$ cat config.mk
export PLATFORM = sky130hd
export DESIGN_NAME = multi_color_tracker
export DESIGN_NICKNAME = d
export VERILOG_FILES = /design/src/rtl/tracker_pkg.sv /design/src/rtl/color_bbox_accum.sv /design/src/rtl/multi_color_tracker.sv
export SDC_FILE = /design/constraint.sdc
export NUM_CORES = 1
export LEC_CHECK = 0
export CAP_MARGIN = 5
export CORE_AREA = 5 5 311 313
export DETAILED_ROUTE_END_ITERATION = 8
export DIE_AREA = 0 0 316 318
export DONT_BUFFER_PORTS = 1
export GPL_TIMING_DRIVEN = 1
export SLEW_MARGIN = 15
export SYNTH_ARGS = -nofsm -noshare
export SYNTH_HDL_FRONTEND = slang
export SYNTH_SLANG_ARGS = --single-unit
$ cat constraint.sdc
create_clock -name i_clk -period 4.3 [get_ports i_clk]
set_clock_uncertainty 0.2 [all_clocks]
set_input_delay 0.86 -clock i_clk [delete_from_list [all_inputs] [get_ports i_clk]]
set_output_delay 0.86 -clock i_clk [all_outputs]
set_load 0.01 [all_outputs]
$ cat src/rtl/tracker_pkg.sv
// Shared types and constants for the multi-target colour tracker.
// Colour and count widths are fixed here; the tracker parameters must agree with them.
package tracker_pkg;

    localparam int PKG_CH_W  = 8;
    localparam int PKG_CNT_W = 19;
    localparam int COORD_W   = 10;
    localparam int H_RES_DEF = 640;
    localparam int V_RES_DEF = 480;

    typedef struct packed {
        logic [PKG_CH_W-1:0] r;
        logic [PKG_CH_W-1:0] g;
        logic [PKG_CH_W-1:0] b;
    } rgb_t;

    typedef struct packed {
        rgb_t lo;
        rgb_t hi;
    } thr_t;

    typedef struct packed {
        logic [COORD_W-1:0]   minH;
        logic [COORD_W-1:0]   maxH;
        logic [COORD_W-1:0]   minV;
        logic [COORD_W-1:0]   maxV;
        logic [PKG_CNT_W-1:0] count;
    } bbox_t;

    typedef enum logic [1:0] {
        IDLE   = 2'd0,
        REPORT = 2'd1,
        DONE   = 2'd2
    } rptState_t;

    // An empty box: min at the top of range, max at zero, so the first match overwrites both.
    localparam bbox_t BBOX_CLR = '{minH: '1, maxH: '0, minV: '1, maxV: '0, count: '0};

    function automatic logic inWindow(input rgb_t c, input thr_t t);
        return (c.r >= t.lo.r) && (c.r <= t.hi.r) &&
               (c.g >= t.lo.g) && (c.g <= t.hi.g) &&
               (c.b >= t.lo.b) && (c.b <= t.hi.b);
    endfunction

endpackage

$ cat src/rtl/color_bbox_accum.sv
// One colour target: registered window match, bounding-box/count accumulation,
// and the frame-end snapshot that the report FSM reads.
module color_bbox_accum
    import tracker_pkg::*;
#(
    parameter int CNT_W = PKG_CNT_W
) (
    input  logic               clk,
    input  logic               rst_n,
    input  logic               pixVal,
    input  rgb_t               pix,
    input  thr_t               thr,
    input  logic               s1Val,
    input  logic [COORD_W-1:0] s1H,
    input  logic [COORD_W-1:0] s1V,
    input  logic               s1First,
    input  logic               s1Eof,
    output bbox_t              snap
);

    localparam logic [PKG_CNT_W-1:0] CNT_MAX = PKG_CNT_W'((64'd1 << CNT_W) - 64'd1);

    logic  matchQ;
    bbox_t live;
    bbox_t base;
    bbox_t upd;

    always_ff @(posedge clk or negedge rst_n) begin
        if (!rst_n) begin
            matchQ <= 1'b0;
        end else if (pixVal) begin
            matchQ <= inWindow(pix, thr);
        end
    end

    // Pixel 0 starts from an empty box, which also discards a frame cut short by sof.
    always_comb begin
        base = s1First ? BBOX_CLR : live;
        upd  = base;
        if (matchQ) begin
            upd.minH  = (s1H < base.minH) ? s1H : base.minH;
            upd.maxH  = (s1H > base.maxH) ? s1H : base.maxH;
            upd.minV  = (s1V < base.minV) ? s1V : base.minV;
            upd.maxV  = (s1V > base.maxV) ? s1V : base.maxV;
            upd.count = (base.count == CNT_MAX) ? base.count : base.count + 1'b1;
        end
    end

    always_ff @(posedge clk or negedge rst_n) begin
        if (!rst_n) begin
            live <= BBOX_CLR;
            snap <= '0;
        end else if (s1Val) begin
            if (s1Eof) begin
                snap <= upd;
                live <= BBOX_CLR;
            end else begin
                live <= upd;
            end
        end
    end

endmodule

$ cat src/rtl/multi_color_tracker.sv
// Raster-tracked colour classifier for N_TARGET windows; reports one centre per
// target after each frame end, followed by a frame-done pulse.
module multi_color_tracker
    import tracker_pkg::*;
#(
    parameter int H_RES    = H_RES_DEF,
    parameter int V_RES    = V_RES_DEF,
    parameter int N_TARGET = 2,
    parameter int CH_W     = PKG_CH_W,
    parameter int MIN_PIX  = 16,
    parameter int CNT_W    = PKG_CNT_W,
    localparam int TGT_W   = (N_TARGET > 1) ? $clog2(N_TARGET) : 1
) (
    input  logic                         i_clk,
    input  logic                         i_rst_n,
    input  logic [3*CH_W-1:0]            i_RGB,
    input  logic                         i_pixelVAL,
    input  logic                         i_sof,
    input  logic [N_TARGET*3*CH_W-1:0]   i_thr_lo,
    input  logic [N_TARGET*3*CH_W-1:0]   i_thr_hi,
    output logic [9:0]                   o_pointH,
    output logic [9:0]                   o_pointV,
    output logic [TGT_W-1:0]             o_target,
    output logic                         o_found,
    output logic                         o_valid,
    output logic                         o_frame_done,
    output rptState_t                    o_dbgState
);

    logic [COORD_W-1:0] hCnt, vCnt, curH, curV;
    logic               isFirst, isEof;
    rgb_t               pix;

    assign pix     = i_RGB;
    assign curH    = i_sof ? '0 : hCnt;
    assign curV    = i_sof ? '0 : vCnt;
    assign isFirst = (curH == '0) && (curV == '0);
    assign isEof   = (curH == COORD_W'(H_RES - 1)) && (curV == COORD_W'(V_RES - 1));

    always_ff @(posedge i_clk or negedge i_rst_n) begin
        if (!i_rst_n) begin
            hCnt <= '0;
            vCnt <= '0;
        end else if (i_pixelVAL) begin
            if (curH == COORD_W'(H_RES - 1)) begin
                hCnt <= '0;
                vCnt <= isEof ? '0 : curV + 1'b1;
            end else begin
                hCnt <= curH + 1'b1;
                vCnt <= curV;
            end
        end
    end

    logic               s1Val, s1First, s1Eof, snapNew;
    logic [COORD_W-1:0] s1H, s1V;

    always_ff @(posedge i_clk or negedge i_rst_n) begin
        if (!i_rst_n) begin
            s1Val   <= 1'b0;
            s1H     <= '0;
            s1V     <= '0;
            s1First <= 1'b0;
            s1Eof   <= 1'b0;
            snapNew <= 1'b0;
        end else begin
            s1Val   <= i_pixelVAL;
            snapNew <= s1Val && s1Eof;
            if (i_pixelVAL) begin
                s1H     <= curH;
                s1V     <= curV;
                s1First <= isFirst;
                s1Eof   <= isEof;
            end
        end
    end

    thr_t  thrIn  [N_TARGET];
    thr_t  thrLat [N_TARGET];
    thr_t  thrEff [N_TARGET];
    bbox_t snap   [N_TARGET];

    // Pixel 0 is classified with the thresholds being latched on that same cycle.
    for (genvar k = 0; k < N_TARGET; k++) begin : gTarget
        assign thrIn[k]  = {i_thr_lo[k*3*CH_W +: 3*CH_W], i_thr_hi[k*3*CH_W +: 3*CH_W]};
        assign thrEff[k] = (i_pixelVAL && isFirst) ? thrIn[k] : thrLat[k];

        always_ff @(posedge i_clk or negedge i_rst_n) begin
            if (!i_rst_n) begin
                thrLat[k] <= '0;
            end else if (i_pixelVAL && isFirst) begin
                thrLat[k] <= thrIn[k];
            end
        end

        color_bbox_accum #(.CNT_W(CNT_W)) uAccum (
            .clk     (i_clk),
            .rst_n   (i_rst_n),
            .pixVal  (i_pixelVAL),
            .pix     (pix),
            .thr     (thrEff[k]),
            .s1Val   (s1Val),
            .s1H     (s1H),
            .s1V     (s1V),
            .s1First (s1First),
            .s1Eof   (s1Eof),
            .snap    (snap[k])
        );
    end

    rptState_t        state;
    logic [TGT_W-1:0] idx;
    bbox_t            snapSel;
    logic [COORD_W:0] sumH, sumV;
    logic             selFound;

    assign snapSel    = snap[idx];
    assign sumH       = {1'b0, snapSel.minH} + {1'b0, snapSel.maxH};
    assign sumV       = {1'b0, snapSel.minV} + {1'b0, snapSel.maxV};
    assign selFound   = snapSel.count >= PKG_CNT_W'(MIN_PIX);
    assign o_dbgState = state;

    // A fresh snapshot always restarts the report at target 0, whatever the state.
    always_ff @(posedge i_clk or negedge i_rst_n) begin
        if (!i_rst_n) begin
            state        <= IDLE;
            idx          <= '0;
            o_pointH     <= '0;
            o_pointV     <= '0;
            o_target     <= '0;
            o_found      <= 1'b0;
            o_valid      <= 1'b0;
            o_frame_done <= 1'b0;
        end else begin
            o_valid      <= 1'b0;
            o_frame_done <= 1'b0;
            if (snapNew) begin
                state <= REPORT;
                idx   <= '0;
            end else begin
                case (state)
                    REPORT: begin
                        o_valid  <= 1'b1;
                        o_target <= idx;
                        o_found  <= selFound;
                        o_pointH <= selFound ? sumH[COORD_W:1] : '0;
                        o_pointV <= selFound ? sumV[COORD_W:1] : '0;
                        if (idx == TGT_W'(N_TARGET - 1)) begin
                            state <= DONE;
                        end else begin
                            idx <= idx + 1'b1;
                        end
                    end
                    DONE: begin
                        o_frame_done <= 1'b1;
                        state        <= IDLE;
                    end
                    default: state <= IDLE;
                endcase
            end
        end
    end

endmodule

==> flow_metrics.tcl, run 1 <==
set metrics [dict create \
    via_count 17119 \
    die_x_um 316 \
    ios 150 \
    p_comb_frac 0.229 \
    syn-num-nets 2601 \
    r2r-end "gTarget[0].uAccum.matchQ" \
    drive_above_1_share 0.129 \
    fmax_mhz 256 \
    switching_share 0.309 \
    syn_to_final_growth_pct 13.0 \
    crit_fanout 31 \
    initialDrtViolationCount 1217 \
    seqPwrFrac 0.426 \
    power.total_uw 11500 \
    worstPathCellList "nor4_1, nand4_1, a21oi_4, buf_12, buf_4, mux2i_1, ha_1, a211oi_1, nor2_1, o41ai_1, o2111ai_1, o32ai_1" \
    finalCritPeriodShare 0.909 \
    numPortBuffers 0 \
    postCtsSetupBuffers 0 \
    synth_ff_type "dfrtp_1" \
    gr-total-overflow 0 \
    syn-instance-count 2279 \
    rows 113 \
    finalNetCount 2565 \
    yosys_register_bits 397 \
    violations "negative hold slack" \
    min_path_type "primary input to asynchronous set/reset pin" \
    start_util 0.246 \
    regToRegSetupSlack_ns 0.39 \
    yosysWarnings 0 \
    powerDensity_nw_per_um2 438 \
    postLayoutCellArea_sq_um 26200 \
    grt_max_degree 398 \
    critPathSlowestCell "dfrtp_1" \
    end_kind "flop" \
    clk_latency_ns 0.60 \
    maxSlewHeadroom 0.0784 \
    cts_resized 0 \
    drt_wl_total_um 62800 \
    htree_levels 2 \
    vias_per_cell 4.82 \
    cp.arrival_ns 4.19 \
    p_int_uw 7920 \
    critPathTopFamily "compound AO/OA/AOI/OAI gates" \
    cpPeakStageDelay_ns 0.44 \
    layout_common_cells "dfrtp_1 (353), ha_1 (196), nand2_1 (150), nor2_1 (150), inv_1 (129)" \
    finalHoldViolCount 170 \
    yosysUniqueCellTypes 89 \
    placed_cell_area_sq_um 24600 \
    tns_ns 0 \
    rsz0062_at_grt "false" \
    clockPowerShare 0.345 \
    cts_tree "built" \
    die_y_um 318 \
    crit_cells 12 \
    grt_pass1_wl_um 100000 \
    drc 0 \
    syn_area_per_cell_sq_um 10.2 \
    synthesis.area_sq_um 23200 \
    drv_cap 0 \
    holdWs_ns -0.198 \
    grt_pass1_vias 17086 \
    leakagePower_uw 0.0114 \
    peakVddDrop_v 0.000328 \
    synth_seq_area_share 0.431 \
    fin_crit_ns 3.91 \
    slew_viol_final 0 \
    critPathKind "flop to flop" \
    utilization 0.278 \
    root_buffer "clkbuf_16" \
    critPathBufInv 2 \
    clkTransAtPathRegs_ns 0.06 \
    core_sq_um 94000 \
    numCtsBuffers 45 \
    wl_per_cell_um 17.7 \
    setup_viol_count_final 0 \
    r2r-start "hCnt[6]" \
    worst-slew-pin-transition_ns 1.38 \
    clkSinkCount 397 \
    synthArstFlopShare 1.00 \
    die_area_sq_um 100000 \
    grt_use_total 0.124 \
    worst_ep_required_time_ns 4.58 \
    antenna_found_initial 14 \
    layout_commonest_cell "dfrtp_1" \
    power.switching_uw 3540 \
    gp_congestion 0.807 \
    dr.pass1.iters 5 \
    rr_worst_depth 12 \
    clk_path_buf_depth 3 \
    status "finished, violations left" \
    dp_hpwl_um 43700 \
    start_kind "flop" \
    synth_edf_count 0 \
    ant_nets 0 \
]
kinds of logic after synthesis:
kind of cell             synth area share
XOR/XNOR                           0.0147
adder cells (fa/ha/maj)             0.108
AND/OR/NAND/NOR                     0.159
AO/OA/AOI/OAI                       0.170
flip-flops                          0.431
multiplexers                       0.0714
buffers and inverters              0.0463
sequential cells by signal, indices dropped and copies added, names as in the netlist, 2 cells and up:
name	cells
o_dbgState	2
vCnt	10
o_pointV	10
gTarget.uAccum.live	118
gTarget.uAccum.snap	110
thrLat	96
s1H	10
hCnt	10
s1V	10
o_pointH	10
gTarget.uAccum.matchQ	2
synth_stat cells (all sizes together), types with 4 or more instances:
| library cell | instances | share of area |
|---|---|---|
| o31ai | 11 | 0.0036 |
| nand2b | 63 | 0.017 |
| o2bb2ai | 18 | 0.0068 |
| o22a | 21 | 0.0079 |
| a22o | 44 | 0.017 |
| buf | 46 | 0.011 |
| mux2 | 67 | 0.033 |
| clkbuf | 89 | 0.014 |
| nor3b | 4 | 0.0013 |
| nor4b | 5 | 0.0037 |
| a221o | 41 | 0.018 |
| o221a | 18 | 0.0087 |
| nor4 | 17 | 0.0059 |
| dfstp | 40 | 0.045 |
| xnor2 | 32 | 0.012 |
| nand3 | 52 | 0.011 |
| o21ai | 123 | 0.027 |
| xor2 | 7 | 0.0026 |
| ha | 196 | 0.11 |
| nor3 | 43 | 0.011 |
| a2111oi | 9 | 0.0045 |
| and4 | 8 | 0.0030 |
| o21a | 15 | 0.0049 |
| a21oi | 84 | 0.020 |
| o311ai | 19 | 0.0072 |
| a311oi | 23 | 0.0087 |
| and4b | 6 | 0.0026 |
| a31oi | 16 | 0.0043 |
| a211oi | 9 | 0.0035 |
| a32o | 16 | 0.0069 |
| a21o | 14 | 0.0046 |
| o22ai | 12 | 0.0032 |
| and2 | 51 | 0.014 |
| nand4 | 34 | 0.0092 |
| a21boi | 5 | 0.0016 |
| dfrtp | 357 | 0.39 |
| mux2i | 90 | 0.039 |
| or3 | 28 | 0.0076 |
| nor2b | 46 | 0.013 |
| o211ai | 9 | 0.0031 |
| and3 | 18 | 0.0049 |
| nand2 | 151 | 0.024 |
| inv | 131 | 0.021 |
| nor2 | 152 | 0.025 |
worst max path at each step:
stage	start	endpoint	slack (ns)
final	hCnt[6]	gTarget[0].uAccum.matchQ	0.39
after CTS	hCnt[6]	gTarget[0].uAccum.matchQ	0.35
after detailed placement	i_sof	gTarget[0].uAccum.matchQ	0.18
after floorplan	i_sof	gTarget[0].uAccum.matchQ	0.43
after global placement	i_sof	gTarget[0].uAccum.matchQ	0.30
after global routing	hCnt[6]	gTarget[0].uAccum.matchQ	0.06
cell type report:
cell class                 count  area (sq um)
antenna                        8          20.0
fill                        9829         67800
clock buffer                  71          1330
multi-input combinational   1615         12100
timing repair buffer          52           440
inverter                     132           495
clock inverter                12           178
tap                         1265          1580
sequential                   397          9990
per-layer routing:
metal	share of wire	track usage	vias up
met4	0.019	0.0270	14
met5	0.0015	0	-
met2	0.44	0.189	381
met3	0.082	0.0411	89
met1	0.46	0.171	8347
li1	-	-	8288
through the flow:
step | cells | setup slack [ns]
2_1_floorplan | 2279 | 0.426
3_3_place_gp | 3461 | 0.305
3_5_place_dp | 3461 | 0.178
4_1_cts | 3544 | 0.353
5_1_grt | 3544 | 0.0580
6_report | 3552 | 0.391
power by group through the flow:
stage,logic [uW],registers [uW],clock network [uW]
floorplan,2090,4730,0
global placement,2580,4940,0
detailed placement,2640,4940,0
CTS,2650,4890,4100
global route,3010,4970,4240
finish,2620,4880,3960
(Power assumes the default switching activity.)
==> inputs of run 2 (changes only) <==
- clock period: 4.3 -> 4.28 ns (I/O delays scaled with it)
==> run 2 against run 1 <==
  * The flow finishes with violations (negative hold slack, max-slew violations)
  * Worst hold slack improved by 0.0099 ns
  * Setup slack improved by 0.15 ns
  * Critical path depth rose by 1
  * Cell count fell by 0.34%
  * Clock power rose by 2%
  * Clock-buffer cell count fell by 1
  * Final area fell by 0.23%
  * Register-to-register slack improved by 0.15 ns
  * Non-clock buffer count fell by 8
==> flow_metrics.tcl, run 2 (synthesis gave the netlist of run 1 again) <==
set metrics [dict create \
    grt_pass1_wl_um 100000 \
    drt_wl_total_um 63400 \
    numCtsBuffers 46 \
    drive_above_1_share 0.127 \
    r2r-end "gTarget[0].uAccum.matchQ" \
    ios 150 \
    grt_pass1_vias 17081 \
    drc 0 \
    min_path_type "primary input to asynchronous set/reset pin" \
    r2r-start "vCnt[2]" \
    clkSinkCount 397 \
    crit_fanout 28 \
    worstPathCellList "nor4_1, nand4_1, a21oi_4, buf_12, buf_12, mux2_2, inv_1, ha_1, a21oi_1, o21ai_0, o21ai_0, o2111ai_1, o32ai_1" \
    finalCritPeriodShare 0.874 \
    grt_use_total 0.124 \
    multi_input_area_sq_um 12100 \
    dr.pass1.iters 5 \
    slew_viol_final 287 \
    powerDensity_nw_per_um2 442 \
    clk_latency_ns 0.60 \
    utilization 0.278 \
    leakagePower_uw 0.0114 \
    critPathSlowestCell "o21ai_0" \
    grt_max_degree 398 \
    critPathKind "flop to flop" \
    syn_to_final_growth_pct 12.7 \
    fillers 9853 \
    top_register "gTarget.uAccum.live" \
    finalHoldViolCount 89 \
    tns_ns 0 \
    worst-slew-pin-transition_ns 1.85 \
    finalNetCount 2558 \
    placed_cell_area_sq_um 24600 \
    htree_levels 2 \
    maxSlewHeadroom -0.234 \
    die_area_sq_um 100000 \
    peakVddDrop_v 0.000306 \
    vias_per_cell 4.83 \
    ant_nets 0 \
    rows 113 \
    cts_tree "built" \
    start_util 0.246 \
    cpPeakStageDelay_ns 0.43 \
    violations "negative hold slack, max-slew violations" \
    gp_congestion 0.807 \
    end_kind "flop" \
    clkTransAtPathRegs_ns 0.06 \
    rr_worst_depth 13 \
    regToRegSetupSlack_ns 0.54 \
    fin_crit_ns 3.74 \
    rsz0062_at_grt "false" \
    antenna_found_initial 13 \
    drv_cap 0 \
    initialDrtViolationCount 1172 \
    clk_path_buf_depth 3 \
    setup_viol_count_final 0 \
    fmax_mhz 267 \
    postLayoutCellArea_sq_um 26100 \
    die_y_um 318 \
    numPortBuffers 0 \
    status "finished, violations left" \
    cp.arrival_ns 4.01 \
    start_kind "flop" \
    final-seq-area_sq_um 9990 \
    largest_register_ffs 118 \
    layout_common_cells "dfrtp_1 (353), ha_1 (196), nand2_1 (150), nor2_1 (150), inv_1 (129)" \
    core_sq_um 94000 \
    gr-total-overflow 0 \
    wl_per_cell_um 17.9 \
    root_buffer "clkbuf_16" \
    worst_ep_required_time_ns 4.55 \
    die_x_um 316 \
    layout_commonest_cell "dfrtp_1" \
    holdWs_ns -0.188 \
    via_count 17113 \
    top_regs "gTarget.uAccum.live: 118 flops, gTarget.uAccum.snap: 110 flops, thrLat: 96 flops" \
    dp_hpwl_um 43500 \
]
==> run 2: layout make-up <==
| cell class | instances | area share |
|---|---|---|
| inverters | 132 | 0.0190 |
| well taps | 1265 | 0.0606 |
| diodes | 3 | 0.000287 |
| flip-flops and latches | 397 | 0.383 |
| clock buffers | 70 | 0.0514 |
| multi-input cells | 1615 | 0.465 |
| clock inverters | 14 | 0.00699 |
| repair buffers | 44 | 0.0146 |
==> run 2: worst max path at each step <==
stage	start	to	slack (ns)	cells after the start
final	vCnt[2]	gTarget[0].uAccum.matchQ	0.54	13
after global routing	vCnt[2]	gTarget[0].uAccum.matchQ	0.24	12
after CTS	vCnt[2]	gTarget[0].uAccum.matchQ	0.52	12
after detailed placement	i_sof	gTarget[0].uAccum.matchQ	0.27	15
after global placement	i_sof	gTarget[0].uAccum.matchQ	0.35	15
after floorplan	i_sof	gTarget[0].uAccum.matchQ	0.41	17
==> run 2: power by group <==
| group | internal [uW] | switching [uW] | leakage, uW |
|---|---|---|---|
| clock | 2350 | 1660 | 0.000739 |
| combinational | 1180 | 1450 | 0.00567 |
| sequential | 4440 | 458 | 0.00500 |
==> run 2: critical path: cells and delay by family (launching register included) <==
family | cells | cell delay (ns)
multiplexers | 1 | 0.35
buffers and inverters | 3 | 0.51
AO/OA/AOI/OAI | 6 | 1.30
AND/OR/NAND/NOR | 2 | 0.58
flip-flops | 1 | 0.42
adder cells (fa/ha/maj) | 1 | 0.23
==> run 2: metal layers <==
metal  vias up  share of wire  global-route usage
met5         -         0.0016                   0
li1       8268              -                   -
met1      8302           0.47               0.171
met3        91          0.076              0.0383
met2       438           0.43               0.189
met4        14          0.021              0.0318
==> run 2: per-stage QoR <==
stage	std cells	setup slack, ns	total power (uW)
after floorplan	2279	0.410	6850
after global placement	3453	0.348	7550
after detailed placement	3453	0.266	7610
after CTS	3537	0.521	11700
after global routing	3537	0.237	12300
final	3540	0.538	11500
==> run 2: timing repair <==
| action | 4_1_cts | 5_1_grt |
|---|---|---|
| setup buffers | 0 | 0 |
| gates resized for setup | 0 | 0 |
| hold endpoints to repair | 357 | 357 |
==> inputs of run 3 (changes only) <==
- TNS_END_PERCENT: default -> 5
==> results of run 3 <==
The final DEF is identical to that of run 2; final timing and power are the same.
